===== src/rtl/ctrl_desp32_if.sv =====
// Upstream word handshake for the serial transmit sequencer.
// Latency: n/a (signal bundle only).
// Backpressure: in_ready from the slave side gates acceptance of in_valid/in_data.
// Signals: in_valid/in_ready handshake, in_data word, in_dir shift direction,
//          keep (rotate instead of shift) only when CTRL_DESP_ROT_EN is defined.
interface ctrl_desp32_if #(
  parameter int WIDTH = 32
);
  logic             in_valid;
  logic             in_ready;
  logic [WIDTH-1:0] in_data;
  logic             in_dir;
`ifdef CTRL_DESP_ROT_EN
  logic             keep;
`endif

  modport master (
    output in_valid,
    output in_data,
    output in_dir,
`ifdef CTRL_DESP_ROT_EN
    output keep,
`endif
    input  in_ready
  );

  modport slave (
    input  in_valid,
    input  in_data,
    input  in_dir,
`ifdef CTRL_DESP_ROT_EN
    input  keep,
`endif
    output in_ready
  );
endinterface


===== src/rtl/ctrl_desp32.sv =====
// Transmit sequencer: parallel-loads a word into a WIDTH-bit shift register, then shifts it out bit-serially.
// Latency: first serial bit valid 2 cycles after accept; accept-to-accept spacing WIDTH+3 cycles.
// Backpressure: in_ready only in IDLE with abort low; abort cancels a word in LOAD/SHIFT without a done pulse.
// Ports: clk, rst_n (async active-low); up (slave handshake: in_valid/in_ready/in_data/in_dir[/keep]);
//        abort; register controls enb/dir/sIn/modo/D; bit_vld/bit_last strobes; busy; done pulse.
// Optional: CTRL_DESP_ROT_EN adds keep, selecting rotate mode so the register retains the word.
module ctrl_desp32 #(
  parameter int   WIDTH = 32,
  parameter logic FILL  = 1'b0
) (
  input  logic             clk,
  input  logic             rst_n,
  ctrl_desp32_if.slave     up,
  input  logic             abort,
  output logic             enb,
  output logic             dir,
  output logic             sIn,
  output logic [1:0]       modo,
  output logic [WIDTH-1:0] D,
  output logic             bit_vld,
  output logic             bit_last,
  output logic             busy,
  output logic             done
);

  localparam int CW = (WIDTH > 2) ? $clog2(WIDTH) : 1;

  localparam logic [1:0] MODO_SHIFT = 2'b00;
  localparam logic [1:0] MODO_ROT   = 2'b01;
  localparam logic [1:0] MODO_LOAD  = 2'b10;

  typedef enum logic [1:0] {
    ST_IDLE  = 2'd0,
    ST_LOAD  = 2'd1,
    ST_SHIFT = 2'd2,
    ST_DONE  = 2'd3
  } state_t;

  state_t           state_q, state_d;
  logic [CW-1:0]    count_q, count_d;
  logic [WIDTH-1:0] d_q, d_d;
  logic             dir_q, dir_d;
  logic             keep_q, keep_d;
  logic             enb_q, enb_d;
  logic [1:0]       modo_q, modo_d;
  logic             sin_q, sin_d;
  logic             bit_vld_q, bit_vld_d;
  logic             bit_last_q, bit_last_d;
  logic             busy_q, busy_d;
  logic             done_q, done_d;
  logic             accept;
  logic             keep_in;

`ifdef CTRL_DESP_ROT_EN
  assign keep_in = up.keep;
`else
  assign keep_in = 1'b0;
`endif

  // Combinational ready so abort can veto an accept on the same edge.
  assign up.in_ready = (state_q == ST_IDLE) && !abort;
  assign accept      = up.in_valid && up.in_ready;

  always_comb begin
    state_d = state_q;
    count_d = count_q;
    d_d     = d_q;
    dir_d   = dir_q;
    keep_d  = keep_q;

    case (state_q)
      ST_IDLE: begin
        if (accept) begin
          state_d = ST_LOAD;
          d_d     = up.in_data;
          dir_d   = up.in_dir;
          keep_d  = keep_in;
        end
      end
      ST_LOAD: begin
        if (abort) begin
          state_d = ST_IDLE;
          count_d = '0;
        end else begin
          state_d = ST_SHIFT;
          count_d = CW'(WIDTH - 1);
        end
      end
      ST_SHIFT: begin
        if (abort) begin
          state_d = ST_IDLE;
          count_d = '0;
        end else if (count_q == '0) begin
          state_d = ST_DONE;
        end else begin
          count_d = count_q - 1'b1;
        end
      end
      ST_DONE: begin
        state_d = ST_IDLE;
      end
      default: begin
        state_d = ST_IDLE;
        count_d = '0;
      end
    endcase

    // Outputs are decoded from the next state so they register in step with it.
    enb_d      = (state_d == ST_LOAD) || (state_d == ST_SHIFT);
    busy_d     = enb_d;
    bit_vld_d  = (state_d == ST_SHIFT);
    bit_last_d = bit_vld_d && (count_d == '0);
    done_d     = (state_d == ST_DONE);
    sin_d      = FILL;
    if (state_d == ST_LOAD) begin
      modo_d = MODO_LOAD;
    end else if (state_d == ST_SHIFT) begin
      modo_d = keep_d ? MODO_ROT : MODO_SHIFT;
    end else begin
      modo_d = MODO_SHIFT;
    end
  end

  always_ff @(posedge clk or negedge rst_n) begin
    if (!rst_n) begin
      state_q    <= ST_IDLE;
      count_q    <= '0;
      d_q        <= '0;
      dir_q      <= 1'b0;
      keep_q     <= 1'b0;
      enb_q      <= 1'b0;
      modo_q     <= MODO_SHIFT;
      sin_q      <= FILL;
      bit_vld_q  <= 1'b0;
      bit_last_q <= 1'b0;
      busy_q     <= 1'b0;
      done_q     <= 1'b0;
    end else begin
      state_q    <= state_d;
      count_q    <= count_d;
      d_q        <= d_d;
      dir_q      <= dir_d;
      keep_q     <= keep_d;
      enb_q      <= enb_d;
      modo_q     <= modo_d;
      sin_q      <= sin_d;
      bit_vld_q  <= bit_vld_d;
      bit_last_q <= bit_last_d;
      busy_q     <= busy_d;
      done_q     <= done_d;
    end
  end

  assign enb      = enb_q;
  assign dir      = dir_q;
  assign sIn      = sin_q;
  assign modo     = modo_q;
  assign D        = d_q;
  assign bit_vld  = bit_vld_q;
  assign bit_last = bit_last_q;
  assign busy     = busy_q;
  assign done     = done_q;

endmodule


===== src/flat_wrapper.sv =====
// flat-port wrapper written by rule: the top's interface ports become plain ports
module ctrl_desp32_flat 
#(
  parameter int   WIDTH = 32,
  parameter logic FILL  = 1'b0
)
  (clk, rst_n, abort, enb, dir, sIn, modo, D, bit_vld, bit_last, busy, done, up_in_valid, up_in_data, up_in_dir, up_in_ready);
  ctrl_desp32_if #(.WIDTH(WIDTH)) up_i ();
  input  logic clk;
  input  logic rst_n;
  input  logic abort;
  output logic enb;
  output logic dir;
  output logic sIn;
  output logic [1:0] modo;
  output logic [WIDTH-1:0] D;
  output logic bit_vld;
  output logic bit_last;
  output logic busy;
  output logic done;
  input wire logic [$bits(up_i.in_valid)-1:0] up_in_valid;
  input wire logic [$bits(up_i.in_data)-1:0] up_in_data;
  input wire logic [$bits(up_i.in_dir)-1:0] up_in_dir;
  output wire logic [$bits(up_i.in_ready)-1:0] up_in_ready;
  assign up_i.in_valid = up_in_valid;
  assign up_i.in_data = up_in_data;
  assign up_i.in_dir = up_in_dir;
  assign up_in_ready = up_i.in_ready;
  ctrl_desp32 #(.WIDTH(WIDTH), .FILL(FILL)) u_core (.clk(clk), .rst_n(rst_n), .up(up_i), .abort(abort), .enb(enb), .dir(dir), .sIn(sIn), .modo(modo), .D(D), .bit_vld(bit_vld), .bit_last(bit_last), .busy(busy), .done(done));
endmodule

===== config.mk =====
export PLATFORM = sky130hd
export DESIGN_NAME = ctrl_desp32_flat
export DESIGN_NICKNAME = d
export VERILOG_FILES = /design/src/rtl/ctrl_desp32_if.sv /design/src/rtl/ctrl_desp32.sv /design/src/flat_wrapper.sv
export SDC_FILE = /design/constraint.sdc
export NUM_CORES = 1
export LEC_CHECK = 0
export BUFFER_PORTS_ARGS = -buffer_cell sky130_fd_sc_hd__buf_4
export CORE_UTILIZATION = 48
export CTS_CLUSTER_DIAMETER = 100
export DETAILED_ROUTE_END_ITERATION = 12
export PLACE_DENSITY = 0.79
export REMOVE_ABC_BUFFERS = 1
export SETUP_SLACK_MARGIN = 0.5
export SLEW_MARGIN = 20
export SYNTH_ARGS = -nofsm -noshare
export SYNTH_HDL_FRONTEND = slang
export SYNTH_SLANG_ARGS = --single-unit

===== constraint.sdc =====
create_clock -name clk -period 2.5 [get_ports clk]
set_input_delay 0.125 -clock clk [delete_from_list [all_inputs] [get_ports clk]]
set_output_delay 0.125 -clock clk [all_outputs]
set_load 0.005 [all_outputs]

Word-level counts from Yosys, hierarchy flattened:

Cells that the tools add are included.

* logic and storage cells: 40
* input port bits: 37
* bits in registers: 47

* reduce and logical (&&, ||, !) cells: 9
* equality and inequality tests: 6
* $add $sub $neg: 1
* multiplexer cells: 14

Operators by type and width (number)
* $mux 5: 3
* $mux 2: 6
* $logic_not 5->1: 2
* $pmux 5 s2: 1
* $eq 2x2->1 const B: 4
* $pmux 2 s4: 1
* $sub 5x1->5 const B: 1
* $eq 2x1->1 const B: 2
* $logic_and 1x1->1: 3
* $mux 1: 3
* $logic_not 2->1: 1
* $reduce_and 2->1: 1
* $logic_not 1->1: 1
* $logic_or 1x1->1: 1

Depth between registers and ports, before layout:

Gate-level depths: netlist (run 1).

* depth after elaboration: 8
* depth in mapped cells: 13
* gate-level depth less buffers: 11

Worst setup path before layout (run 1):

Ideal clock, no wire load.

* path type: reg-to-reg
* start: register u_core.state_q[0]
* end: register u_core.bit_last_q (netlist: u_core.bit_last)
* setup time: 0.094 ns
* path slack: 0.213 ns
* arrival time: 2.193 ns
* clock period less this slack: 2.287 ns
* stages on the path, launching flop included: 12
* required time: 2.406 ns
* cell sequence: dfrtp_1 > inv_1 > ha_1 > nor2b_1 > and2_1 > buf_2 > buf_2 > a211oi_1 > ha_1 > inv_1 > nor3_2 > nor4b_4

* longest elaborated chain between the ends: 7

Ends and longest elaborated chain
* from (decl): RTL line ctrl_desp32.sv:39 `state_t state_q, state_d;`
* from (signal assigned): RTL line ctrl_desp32.sv:139 `state_q <= state_d;`
* $logic_not 2->1: RTL line ctrl_desp32.sv:61 `assign up.in_ready = (state_q == ST_IDLE) && !abort;`
* $logic_and 1x1->1: RTL line ctrl_desp32.sv:61
* named net up_in_ready: RTL line flat_wrapper.sv:24 `output wire logic [$bits(up_i.in_ready)-1:0] up_in_ready;`
* $logic_and 1x1->1: RTL line ctrl_desp32.sv:62 `assign accept = up.in_valid && up.in_ready;`
* $mux 2: RTL line ctrl_desp32.sv:73 `if (accept) begin`
* $pmux 2 s4: RTL line ctrl_desp32.sv:71 `case (state_q)`
* named net u_core.state_d[1]: RTL line ctrl_desp32.sv:39
* $eq 2x2->1: RTL line ctrl_desp32.sv:111 `bit_vld_d = (state_d == ST_SHIFT);`
* named net u_core.bit_vld_d: RTL line ctrl_desp32.sv:47 `logic bit_vld_q, bit_vld_d;`
* $logic_and 1x1->1: RTL line ctrl_desp32.sv:112 `bit_last_d = bit_vld_d && (count_d == '0);`
* named net u_core.bit_last_d: RTL line ctrl_desp32.sv:48 `logic bit_last_q, bit_last_d;`
* to (signal assigned): RTL line ctrl_desp32.sv:148 `bit_last_q <= bit_last_d;`
* to (decl): RTL line ctrl_desp32.sv:48

The timed path passes the listed nets, and every way through them passes these cells.
A chain may end at the register's enable or synchronous reset.

Worst setup path in the final report (run 1):

* start: register u_core.count_q[0]
* end: register u_core.bit_last_q (netlist: u_core.bit_last)

* longest elaborated chain between the ends: 6

Ends and longest elaborated chain
* from (decl): RTL line ctrl_desp32.sv:40 `logic [CW-1:0] count_q, count_d;`
* from (signal assigned): RTL line ctrl_desp32.sv:140 `count_q <= count_d;`
* $logic_not 5->1: RTL line ctrl_desp32.sv:93 `end else if (count_q == '0) begin`
* $mux 2: RTL line ctrl_desp32.sv:93
* $mux 2: RTL line ctrl_desp32.sv:90 `if (abort) begin`
* $pmux 2 s4: RTL line ctrl_desp32.sv:71
* named net u_core.state_d[1]: RTL line ctrl_desp32.sv:39
* $eq 2x2->1: RTL line ctrl_desp32.sv:111
* named net u_core.bit_vld_d: RTL line ctrl_desp32.sv:47
* $logic_and 1x1->1: RTL line ctrl_desp32.sv:112
* named net u_core.bit_last_d: RTL line ctrl_desp32.sv:48

The timed path passes the listed nets, and every way through them passes these cells.

==> run summary, run 1 <==
Finish-stage setup viols - 0
Sw Ratio - 0.321
Async SR Flop Fraction - 1.00
Part of the cycle the worst path needs - 0.784
Part of the power in combinational logic - 0.465
Global-route wire length before repair - 6.13 mm
Net Switching - 0.00106 W
R2r startpoint - u_core.count_q[0]
Rows - 23
R2R Setup Slk - 0.54 ns
Initial Util - 0.500
Unrepaired setup endpoints after global routing - yes
Die area - 0.00443 mm²
Final Hold Fails - 0
Initial DRC count - 57
Max Fclk - 510 MHz
Largest net degree at the start of global routing - 48
Reg power frac - 0.390
Status - completed
CTS tree - built
Clock power frac - 0.145
Total grt overflow - 0
P&R area growth vs syn - 44.4%
Lkg Pwr - 1.42 nW
CP required - 2.70 ns
# Max-Cap Violations - 0
Distinct cells, synth - 29
Core region area - 0.00400 mm²
Routed wire length - 4.23 mm
Clock sinks - 47
Slew Limit Fails - 0
Cell Chain, Critical Path - inv_2 > ha_4 > nand3b_1 > a21oi_2 > nor2_2 > a211oi_4 > ha_4 > inv_2 > nor3_2 > nor4b_4
Antenna viol nets, final - 0
CP Max Fanout - 5
Ant diodes - 0
Root Buffer - clkbuf_8
Slowest stage cell, crit path - dfrtp_1
Tot GR Track Use - 0.193
Fin crit period - 1.96 ns
DP HPWL - 3.15 mm
Cell area after synthesis - 0.00200 mm²
CTS H-tree depth - 2
CP Class - reg2reg
CP startpoint kind - register
Hold WS - 0.0467 ns
Reg clk slew, reported paths - 0.08 ns
Min-delay worst type - in2reg
Synth Warn # - 0
Clk buf depth - 2
Avg Inst Size Synth - 14.1 µm²
FF+latch count, synth - 47
DRC violations left - 0
CP arrival - 2.16 ns
Number of antenna violations at the first check in global routing - 0
Worst ir drop on vdd - 0.000572 V
Die width - 66.5 µm
Total CTS buffers - 5
CP max stage delay - 0.42 ns
I/O Pins - 79
Vias in the first global route - 1343
Sequential-to-total area share from yosys stat - 0.588
Final Skew - 0.00306 ns
Port bufs - 77
Hold path endpoint - u_core.D[27]
Worst slew pin tran - 0.571 ns
Die height - 66.5 µm
Slew HR - 0.620
Cell-internal power - 0.00223 W
Avg Vias per Cell - 5.07
Fraction of layout cells with a size suffix above 1 - 0.502
Routability cong. - 0.804
PwrDens - 1140 mW/mm²
Hold path cells - 2
Placed Instances - 265
WL/cell - 14.9 µm
Post-Syn Instances - 142
Worst skew pair latency - 0.29 ns
Total Nets Final - 277
Pre-CTS setup slack - 0.187 ns
Cell Count, Final, Fillers Out - 283
Synth Flop Type - dfrtp_1
PnR worst setup slack - 0.540 ns
Post-synth EDFFs - 0
Crit path capture type - register
Reg2Reg Capture Point - u_core.bit_last
R2r worst-path depth - 10
Vias - 1436
Min-delay src - up_in_data[27]
DRT Pass-1 Iters - 4
## Yosys cell counts (all sizes together) (2+ instances only)
cell    instances  area share
buf             6       0.018
nor4b           3       0.028
nor2b           4       0.013
nand2b          2      0.0063
a21oi           2      0.0050
o21ai           7       0.018
a211o           4       0.018
mux2           33        0.19
nand3b          2      0.0075
nor3            3       0.010
inv             8       0.015
dfrtp          47        0.59
nor2            3      0.0056
ha              8       0.050
## flip-flops by register name, summed over array words and instances (netlist names)
name / cells
u_core.modo: 2
u_core.dir: 1
u_core.enb: 1
u_core.bit_last: 1
u_core.bit_vld: 1
u_core.keep_q: 1
u_core.done: 1
u_core.D: 32
u_core.state_q: 2
u_core.count_q: 5
## cells by family (layout without fill, tap and decap cells)
family	after synthesis	after routing	share of synthesized area
other	1	1	0.00188
and+or+nand+nor	23	23	0.0895
DFF	47	47	0.588
muxes	33	33	0.186
buffers and inverters	14	105	0.0325
adders and majority gates	8	8	0.0501
AOI/OAI and AO/OA	16	16	0.0519
## worst max-delay path: cells and delay by family, from the launching register on
family,cells,cell delay (ns)
simple gates,4,0.55
buf+inv,2,0.14
flops,1,0.42
fa+ha+maj,2,0.32
compound gates,2,0.43
## how the worst max path moves through the flow
stage | from | to | slack [ns] | cells past startpoint
2_1_floorplan | u_core.state_q[0] | u_core.bit_last | -0.14 | 9
3_3_place_gp | u_core.state_q[0] | u_core.bit_last | 0.39 | 12
3_5_place_dp | u_core.state_q[0] | u_core.bit_last | 0.19 | 12
4_1_cts | u_core.count_q[0] | u_core.bit_last | 0.51 | 10
5_1_grt | u_core.count_q[1] | u_core.bit_last | 0.42 | 10
6_report | u_core.count_q[0] | u_core.bit_last | 0.54 | 10
## per-stage QoR
step           power, W  setup TNS [ns]  instance area (µm²)  utilization
2_1_floorplan   0.00190          -0.149                 1960            -
3_3_place_gp    0.00256               0                 2620        0.655
3_5_place_dp    0.00263               0                 2620        0.655
4_1_cts         0.00323               0                 2820        0.705
5_1_grt         0.00352               0                 2890        0.722
6_report        0.00329               0                 2890        0.722
## area by class of cell
| class | instances | area (µm²) |
|---|---|---|
| clock buffers | 7 | 96.3 |
| clock inverters | 1 | 7.51 |
| fillers | 257 | 1110 |
| inverters | 8 | 30.0 |
| multi-input cells | 81 | 836 |
| flip-flops and latches | 47 | 1180 |
| well taps | 50 | 62.6 |
| repair buffers | 89 | 678 |
## routing by layer
metal	global-route usage	wire [µm]
met5	0	0
met1	0.223	1720
met3	0.0497	316
met2	0.337	2130
met4	0.0745	65
## power groups by stage
| stage | Clock [W] | Combinational (W) | Sequential (W) |
|---|---|---|---|
| 6_report | 0.000478 | 0.00153 | 0.00128 |
| 5_1_grt | 0.000521 | 0.00167 | 0.00133 |
| 4_1_cts | 0.000492 | 0.00145 | 0.00128 |
| 3_5_place_dp | 0 | 0.00133 | 0.00130 |
| 3_3_place_gp | 0 | 0.00128 | 0.00128 |
| 2_1_floorplan | 0 | 0.000605 | 0.00130 |
## layout by cell type, fill, tap and decap left out, types with 2 or more instances in the layout
cell / netlist / final
o21ai_0: 5 / 5
nor2b_1: 4 / 3
nand2b_1: 2 / 2
nor4b_4: 2 / 2
mux2_1: 33 / 33
a211o_1: 4 / 4
clkbuf_8: 0 / 7
o21ai_2: 0 / 2
buf_4: 2 / 87
inv_2: 1 / 5
nand3b_1: 2 / 2
nor2_2: 0 / 2
dfrtp_1: 47 / 47
inv_1: 7 / 3
ha_4: 0 / 2
nor3_1: 2 / 2
ha_1: 8 / 5
## what timing repair did
item	4_1_cts	5_1_grt
pin swaps	1	5
buffers inserted	5	4
hold buffers	1	0
hold endpoints to repair	47	0
resized for setup	13	10
endpoints found under the setup margin	27	2
(Power assumes the default switching activity.)
==> run 2: changes to the inputs <==
- ABC_AREA: unset -> 1
- CORE_UTILIZATION: 48 -> 44
- PLACE_DENSITY: 0.79 -> 0.75
- clock period: 2.5 -> 1.7 ns (I/O delays scaled with it)
==> run 2 against run 1 <==
- the run now ends with negative hold slack, negative setup slack left
- maximum frequency rose by 15%
- worst setup slack got worse by 0.55 ns
- core utilization fell by 0.29 points
- sequential cell count did not move
- wire length rose by 29%
- critical path type unchanged
- largest cell class unchanged
==> run summary, run 2 <==
Reg power frac - 0.317 (was 0.390)
GRT met1 Usage - 0.219 (was 0.223)
Hold path endpoint - u_core.D[18] (was u_core.D[27])
CP required - 1.91 ns (was 2.70 ns)
Initial Util - 0.460 (was 0.500)
Sw Ratio - 0.338 (was 0.321)
Critical Path Source - u_core.state_q[0] (was u_core.count_q[0])
DRC violations left - 0 (unchanged)
CP max stage delay - 0.40 ns (was 0.42 ns)
Worst ir drop on vdd - 0.00111 V (was 0.000572 V)
Cell Chain, Critical Path - inv_2 > ha_4 > inv_2 > nor2_4 > nand2_4 > a21oi_4 > a31oi_4 > buf_4 > buf_6 > buf_4 > ha_2 (was inv_2 > ha_4 > nand3b_1 > a21oi_2 > nor2_2 > a211oi_4 > ha_4 > inv_2 > nor3_2 > nor4b_4)
Synth Warn # - 0 (unchanged)
Status - finished with violations (was completed)
Synth top area share - 0.534 (was 0.588)
Tot GR Track Use - 0.193 (about the same)
Met2 usage - 0.333 (was 0.337)
Die height - 72.8 µm (was 66.5 µm)
Die width - 72.8 µm (was 66.5 µm)
Initial DRC count - 62 (was 57)
Clock sinks - 47 (unchanged)
Worst skew pair latency - 0.31 ns (was 0.29 ns)
Slowest stage cell, crit path - dfrtp_1 (unchanged)
Part of the power in combinational logic - 0.543 (was 0.465)
Adder-cell share of the synthesized area - 0.0454 (was 0.0501)
Global-route wire length before repair - 7.58 mm (was 6.13 mm)
Leading area contributor after synthesis - dfrtp_1 (unchanged)
Async SR Flop Fraction - 1.00 (unchanged)
Port bufs - 77 (unchanged)
Compound-Gate Fraction of Synth Area - 0.0176 (was 0.0519)
Cell area after synthesis - 0.00220 mm² (was 0.00200 mm²)
Number of antenna violations at the first check in global routing - 0 (unchanged)
Avg Inst Size Synth - 12.4 µm² (was 14.1 µm²)
WL/cell - 14.9 µm (about the same)
Slew Limit Fails - 0 (unchanged)
Most common cell in the synthesized netlist - dfrtp_1 (unchanged)
Hold path cells - 2 (unchanged)
CTS tree - built (unchanged)
Final instance area - 0.00344 mm² (was 0.00289 mm²)
Lkg Pwr - 1.84 nW (was 1.42 nW)
PnR worst setup slack - -0.00621 ns (was 0.540 ns)
Routability cong. - 0.818 (was 0.804)
FF+latch count, synth - 47 (unchanged)
# Max-Cap Violations - 0 (unchanged)
CP startpoint kind - register (unchanged)
Finished Core Util - 0.719 (was 0.722)
Fraction of layout cells with a size suffix above 1 - 0.574 (was 0.502)
Crit path capture type - register (unchanged)
Delay-heaviest family, CP - buffers and inverters (was simple AND/OR/NAND/NOR gates)
Total Nets Final - 342 (was 277)
CTS H-tree depth - 2 (unchanged)
Routed wire length - 5.45 mm (was 4.23 mm)
Fin crit period - 1.71 ns (was 1.96 ns)
Distinct cells, synth - 19 (was 29)
Min-delay worst type - in2reg (unchanged)
Root Buffer - clkbuf_8 (unchanged)
Antenna viol nets, final - 0 (unchanged)
Most instantiated cells after synthesis - dfrtp_1 (47), nand2_1 (35), mux2_4 (28) (was dfrtp_1 (47), mux2_1 (33), ha_1 (8))
R2r worst-path depth - 11 (was 10)
CP arrival - 1.91 ns (was 2.16 ns)
Rows - 25 (was 23)
Most frequent cells in the layout - buf_4 (92), dfrtp_1 (47), nand2_1 (29) (was buf_4 (87), dfrtp_1 (47), mux2_1 (33))
Die area - 0.00529 mm² (was 0.00443 mm²)
Synth Area in Simple Gates - 0.108 (was 0.0895)
Worst slew pin tran - 0.600 ns (was 0.571 ns)
Sequential-to-total area share from yosys stat - 0.534 (was 0.588)
CP Max Fanout - 5 (unchanged)
DRT Pass-1 Iters - 5 (was 4)
Post-synthesis mux area share - 0.216 (was 0.186)
Total CTS buffers - 5 (unchanged)
Vias - 1706 (was 1436)
P&R area growth vs syn - 56.1% (was 44.4%)
Synth top area cells - dfrtp_1 (53%), mux2_4 (19%), nand2_1 (6.0%), ha_1 (4.5%), inv_1 (4.3%) (was dfrtp_1 (59%), mux2_1 (19%), ha_1 (5.0%), nor4b_4 (2.4%), a211o_1 (1.8%))
Routing usage on met3 - 0.0470 (was 0.0497)
Fillers - 340 (was 257)
Max reg flops - 32 (unchanged)
Finish-stage setup viols - 1 (was 0)
Unrepaired setup endpoints after global routing - yes (unchanged)
DP HPWL - 3.12 mm (was 3.15 mm)
Hold WS - -0.000349 ns (was 0.0467 ns)
Final Hold Fails - 1 (was 0)
Max Fclk - 586 MHz (was 510 MHz)
Largest family of logic cells by synthesized area - multiplexers (unchanged)
Crit path buffers/inverters - 5 (was 2)
Slew HR - 0.600 (was 0.620)
R2r startpoint - u_core.state_q[0] (was u_core.count_q[0])
Synth Flop Type - dfrtp_1 (unchanged)
Avg Vias per Cell - 4.67 (was 5.07)
XOR/XNOR Fraction of Synth Area - 0 (unchanged)
Clk buf depth - 2 (unchanged)
Post-synth EDFFs - 0 (unchanged)
CP Class - reg2reg (unchanged)
PwrDens - 1770 mW/mm² (was 1140 mW/mm²)
Post-Syn Instances - 177 (was 142)
Reg clk slew, reported paths - 0.09 ns (was 0.08 ns)
Clock power frac - 0.140 (was 0.145)
Core region area - 0.00479 mm² (was 0.00400 mm²)
Net Switching - 0.00206 W (was 0.00106 W)
I/O Pins - 79 (unchanged)
Cell-internal power - 0.00403 W (was 0.00223 W)
Total grt overflow - 0 (unchanged)
Largest net degree at the start of global routing - 48 (unchanged)
Part of the cycle the worst path needs - 1.00 (was 0.784)
Grt peak-use layer - met2 (unchanged)
R2R Setup Slk - -0.006 ns (was 0.54 ns)
Min-delay src - up_in_data[18] (was up_in_data[27])
Reg2Reg Capture Point - u_core.done (was u_core.bit_last)
Final Skew - 0.00516 ns (was 0.00306 ns)
Ant diodes - 0 (unchanged)
Placed cell areas - 0.00286 mm² (was 0.00262 mm²)
Violated checks - negative hold slack, negative setup slack
Vias in the first global route - 1703 (was 1343)
Commonest non-fill, non-tap cell in the layout - buf_4 (unchanged)
[run 2: metrics by stage]
stage                     setup slack, ns  setup TNS (ns)  power [W]  hold slack [ns]  instances
after floorplan                    -0.287          -0.932    0.00333           -0.211        172
after global placement             0.0588               0    0.00448            0.125        324
after detailed placement          -0.0135         -0.0135    0.00456            0.125        324
after CTS                          0.0536               0    0.00581          0.00110        359
after global routing               -0.113          -0.514    0.00650         -0.00607        365
final                            -0.00621        -0.00621    0.00609        -0.000349        365
[run 2: timing repair]
action,CTS,global route
gates resized for setup,22,15
endpoints found under the hold margin,65,0
setup buffers,8,3
cloned,0,3
pin swaps,3,4
hold buffers,19,0
setup endpoints to repair,48,48
[run 2: power by group through the flow]
stage               registers (W)  clock network (W)  logic [W]
floorplan                 0.00195                  0    0.00138
global placement          0.00190                  0    0.00258
detailed placement        0.00192                  0    0.00263
CTS                       0.00191           0.000869    0.00303
global route              0.00198           0.000911    0.00361
finish                    0.00193           0.000850    0.00331
[run 2: how the worst max path moves through the flow]
stage / end / slack (ns) / depth (start not counted)
detailed placement: u_core.bit_last / -0.01 / 12
CTS: u_core.bit_last / 0.05 / 11
finish: u_core.done / -0.006 / 11
floorplan: u_core.bit_last / -0.29 / 12
global route: u_core.bit_last / -0.11 / 11
global placement: u_core.bit_last / 0.06 / 11
[run 2: cells by family after synthesis]
| logic type | after synthesis |
|---|---|
| AOI/OAI and AO/OA | 5 |
| and+or+nand+nor | 53 |
| muxes | 33 |
| other | 1 |
| DFF | 47 |
| adders and majority gates | 8 |
| buffers and inverters | 30 |
[run 2: layout make-up]
class	count	area, µm²	share of cell area
multi-input cells	100	966	0.281
clock buffers	5	68.8	0.0200
well taps	67	83.8	0.0244
flip-flops and latches	47	1180	0.342
clock inverters	3	47.5	0.0138
inverters	25	93.8	0.0273
repair buffers	118	1000	0.292
[run 2: layer usage]
layer	up-vias	part of all wire
met5	-	0
met4	0	0.027
met3	12	0.059
met2	70	0.51
met1	825	0.40
li1	799	-
==> run 3: changes to the inputs <==
- CORE_ASPECT_RATIO: unset -> 0.5
- CORE_MARGIN: unset -> 3
==> run 3 against run 2 <==
- the run ends with negative setup slack left
- sequential power is 4% higher
- critical path depth increased by 1
- clock skew down 0.0027 ns
- hold slack improved by 0.0021 ns
==> run summary, run 3 (same netlist as run 2, synthesis figures left out) <==
Hold path cells - 2 (unchanged)
Die height - 56.0 µm (was 72.8 µm)
Clk buf depth - 2 (unchanged)
Max reg flops - 32 (unchanged)
Antenna viol nets, final - 0 (unchanged)
Finished Core Util - 0.821 (was 0.719)
P&R area growth vs syn - 71.9% (was 56.1%)
Most frequent cells in the layout - buf_4 (91), dfrtp_1 (47), dlygate4sd3_1 (30) (was buf_4 (92), dfrtp_1 (47), nand2_1 (29))
Tot GR Track Use - 0.223 (was 0.193)
Finish-stage setup viols - 38 (was 1)
Fin crit period - 1.81 ns (was 1.71 ns)
Core region area - 0.00462 mm² (was 0.00479 mm²)
CP required - 1.95 ns (was 1.91 ns)
Die width - 106 µm (was 72.8 µm)
Worst ir drop on vdd - 0.00135 V (was 0.00111 V)
DRC violations left - 0 (unchanged)
Total Nets Final - 363 (was 342)
Slew Limit Fails - 0 (unchanged)
CTS H-tree depth - 2 (unchanged)
Worst slew pin tran - 0.592 ns (was 0.600 ns)
Commonest non-fill, non-tap cell in the layout - buf_4 (unchanged)
CP Max Fanout - 4 (was 5)
Root Buffer - clkbuf_8 (unchanged)
Final Skew - 0.00248 ns (was 0.00516 ns)
Fraction of layout cells with a size suffix above 1 - 0.618 (was 0.574)
Slew HR - 0.605 (was 0.600)
Initial DRC count - 67 (was 62)
Lkg Pwr - 1.97 nW (was 1.84 nW)
Max Fclk - 551 MHz (was 586 MHz)
# Max-Cap Violations - 0 (unchanged)
Ant diodes - 0 (unchanged)
CP startpoint kind - register (unchanged)
Port bufs - 77 (unchanged)
Part of the cycle the worst path needs - 1.07 (was 1.00)
Min-delay worst type - in2reg (unchanged)
Final setup TNS - -2.01 ns (was -0.00621 ns)
Status - finished with violations (unchanged)
DP HPWL - 3.44 mm (was 3.12 mm)
Initial Util - 0.477 (was 0.460)
Die area - 0.00594 mm² (was 0.00529 mm²)
I/O Pins - 79 (unchanged)
Fillers - 225 (was 340)
CP arrival - 2.07 ns (was 1.91 ns)
PwrDens - 1870 mW/mm² (was 1770 mW/mm²)
Crit path capture type - register (unchanged)
Worst skew pair latency - 0.31 ns (about the same)
Avg Vias per Cell - 4.97 (was 4.67)
Routability cong. - 0.875 (was 0.818)
DRT Pass-1 Iters - 6 (was 5)
CTS tree - built (unchanged)
Final Hold Fails - 0 (was 1)
Total grt overflow - 0 (unchanged)
PnR worst setup slack - -0.114 ns (was -0.00621 ns)
Clock sinks - 47 (unchanged)
Violated checks - negative setup slack (was negative hold slack, negative setup slack)
CP Class - reg2reg (unchanged)
Global-route wire length before repair - 10.3 mm (was 7.58 mm)
Vias in the first global route - 2037 (was 1703)
Rows - 17 (was 25)
WL/cell - 19.8 µm (was 14.9 µm)
Vias - 1914 (was 1706)
R2r worst-path depth - 12 (was 11)
Number of antenna violations at the first check in global routing - 0 (unchanged)
Reg clk slew, reported paths - 0.09 ns (about the same)
Total CTS buffers - 5 (unchanged)
Routed wire length - 7.61 mm (was 5.45 mm)
Largest net degree at the start of global routing - 48 (unchanged)
Unrepaired setup endpoints after global routing - yes (unchanged)
run 3: changes by cell type in the layout (fill, tap and decap cells not counted), moves of 5 or more:
| cell | before | now |
|---|---|---|
| buf_6 | 4 | 15 |
| nand2_2 | 5 | 10 |
| dlygate4sd3_1 | 19 | 30 |
| nand2_1 | 29 | 23 |
| inv_1 | 16 | 11 |
| ha_4 | 3 | 8 |
run 3: what timing repair did:
action | in CTS | in global routing
gates cloned | 0 | 3
gates resized for setup | 42 | 35
setup endpoints to repair | 48 | 48
buffers inserted | 9 | 10
pin swaps | 15 | 20
hold endpoints to repair | 72 | 4
hold buffers | 26 | 4
run 3: where the power goes:
group | switching (W) | internal [W] | leakage [nW] | total [W]
clock | 0.000409 | 0.000588 | 0.0654 | 0.000997
combinational | 0.00178 | 0.00231 | 1.33 | 0.00409
sequential | 0.000368 | 0.00163 | 0.575 | 0.00200
run 3: through the flow:
step | cells | setup slack (ns) | power, W | cell area, µm² | hold slack, ns
finish | 385 | -0.114 | 0.00709 | 3790 | 0.00170
detailed placement | 325 | 0.0102 | 0.00461 | 2880 | 0.132
CTS | 368 | 0.0745 | 0.00622 | 3500 | 0.000397
floorplan | 172 | -0.287 | 0.00333 | 2130 | -0.211
global placement | 325 | 0.0997 | 0.00451 | 2880 | 0.130
global route | 385 | -0.187 | 0.00743 | 3790 | -0.00749
run 3: critical path, stage by stage, from the launching register on:
cell     delay, ns
dfrtp_1       0.39
inv_2         0.10
buf_6         0.12
buf_6         0.11
ha_4          0.16
inv_6         0.07
a21oi_4       0.04
a31oi_4       0.23
ha_4          0.18
nand3_2       0.07
nor2_2        0.11
nand2_1       0.08
nor2_1        0.09
run 3: path summary, 6_finish.rpt:
path                                        start         endpoint  slack, ns
worst max-delay path            u_core.state_q[1]  u_core.bit_last      -0.11
worst min-delay path                up_in_data[3]      u_core.D[3]      0.002
worst max register to register  u_core.state_q[1]  u_core.bit_last      -0.11
worst min register to register         u_core.dir       u_core.dir       0.52
max in group asynchronous                   rst_n       u_core.enb       0.97
min in group asynchronous                   rst_n     u_core.D[30]       0.34
run 3: per-layer routing:
metal	wire length, µm	up-vias	global-route usage
met1	3060	973	0.235
met4	158	0	0.0849
met5	0	-	0
met2	4110	76	0.434
li1	-	845	-
met3	276	20	0.0487
run 3: layout make-up:
| cell class | instances | area [µm²] | share of cell area |
|---|---|---|---|
| Clock inverter | 2 | 60.1 | 0.0159 |
| Sequential cell | 47 | 1180 | 0.310 |
| Timing Repair Buffer | 139 | 1230 | 0.325 |
| Tap cell | 66 | 82.6 | 0.0218 |
| Clock buffer | 6 | 72.6 | 0.0192 |
| Inverter | 25 | 101 | 0.0268 |
| Multi-Input combinational cell | 100 | 1070 | 0.281 |
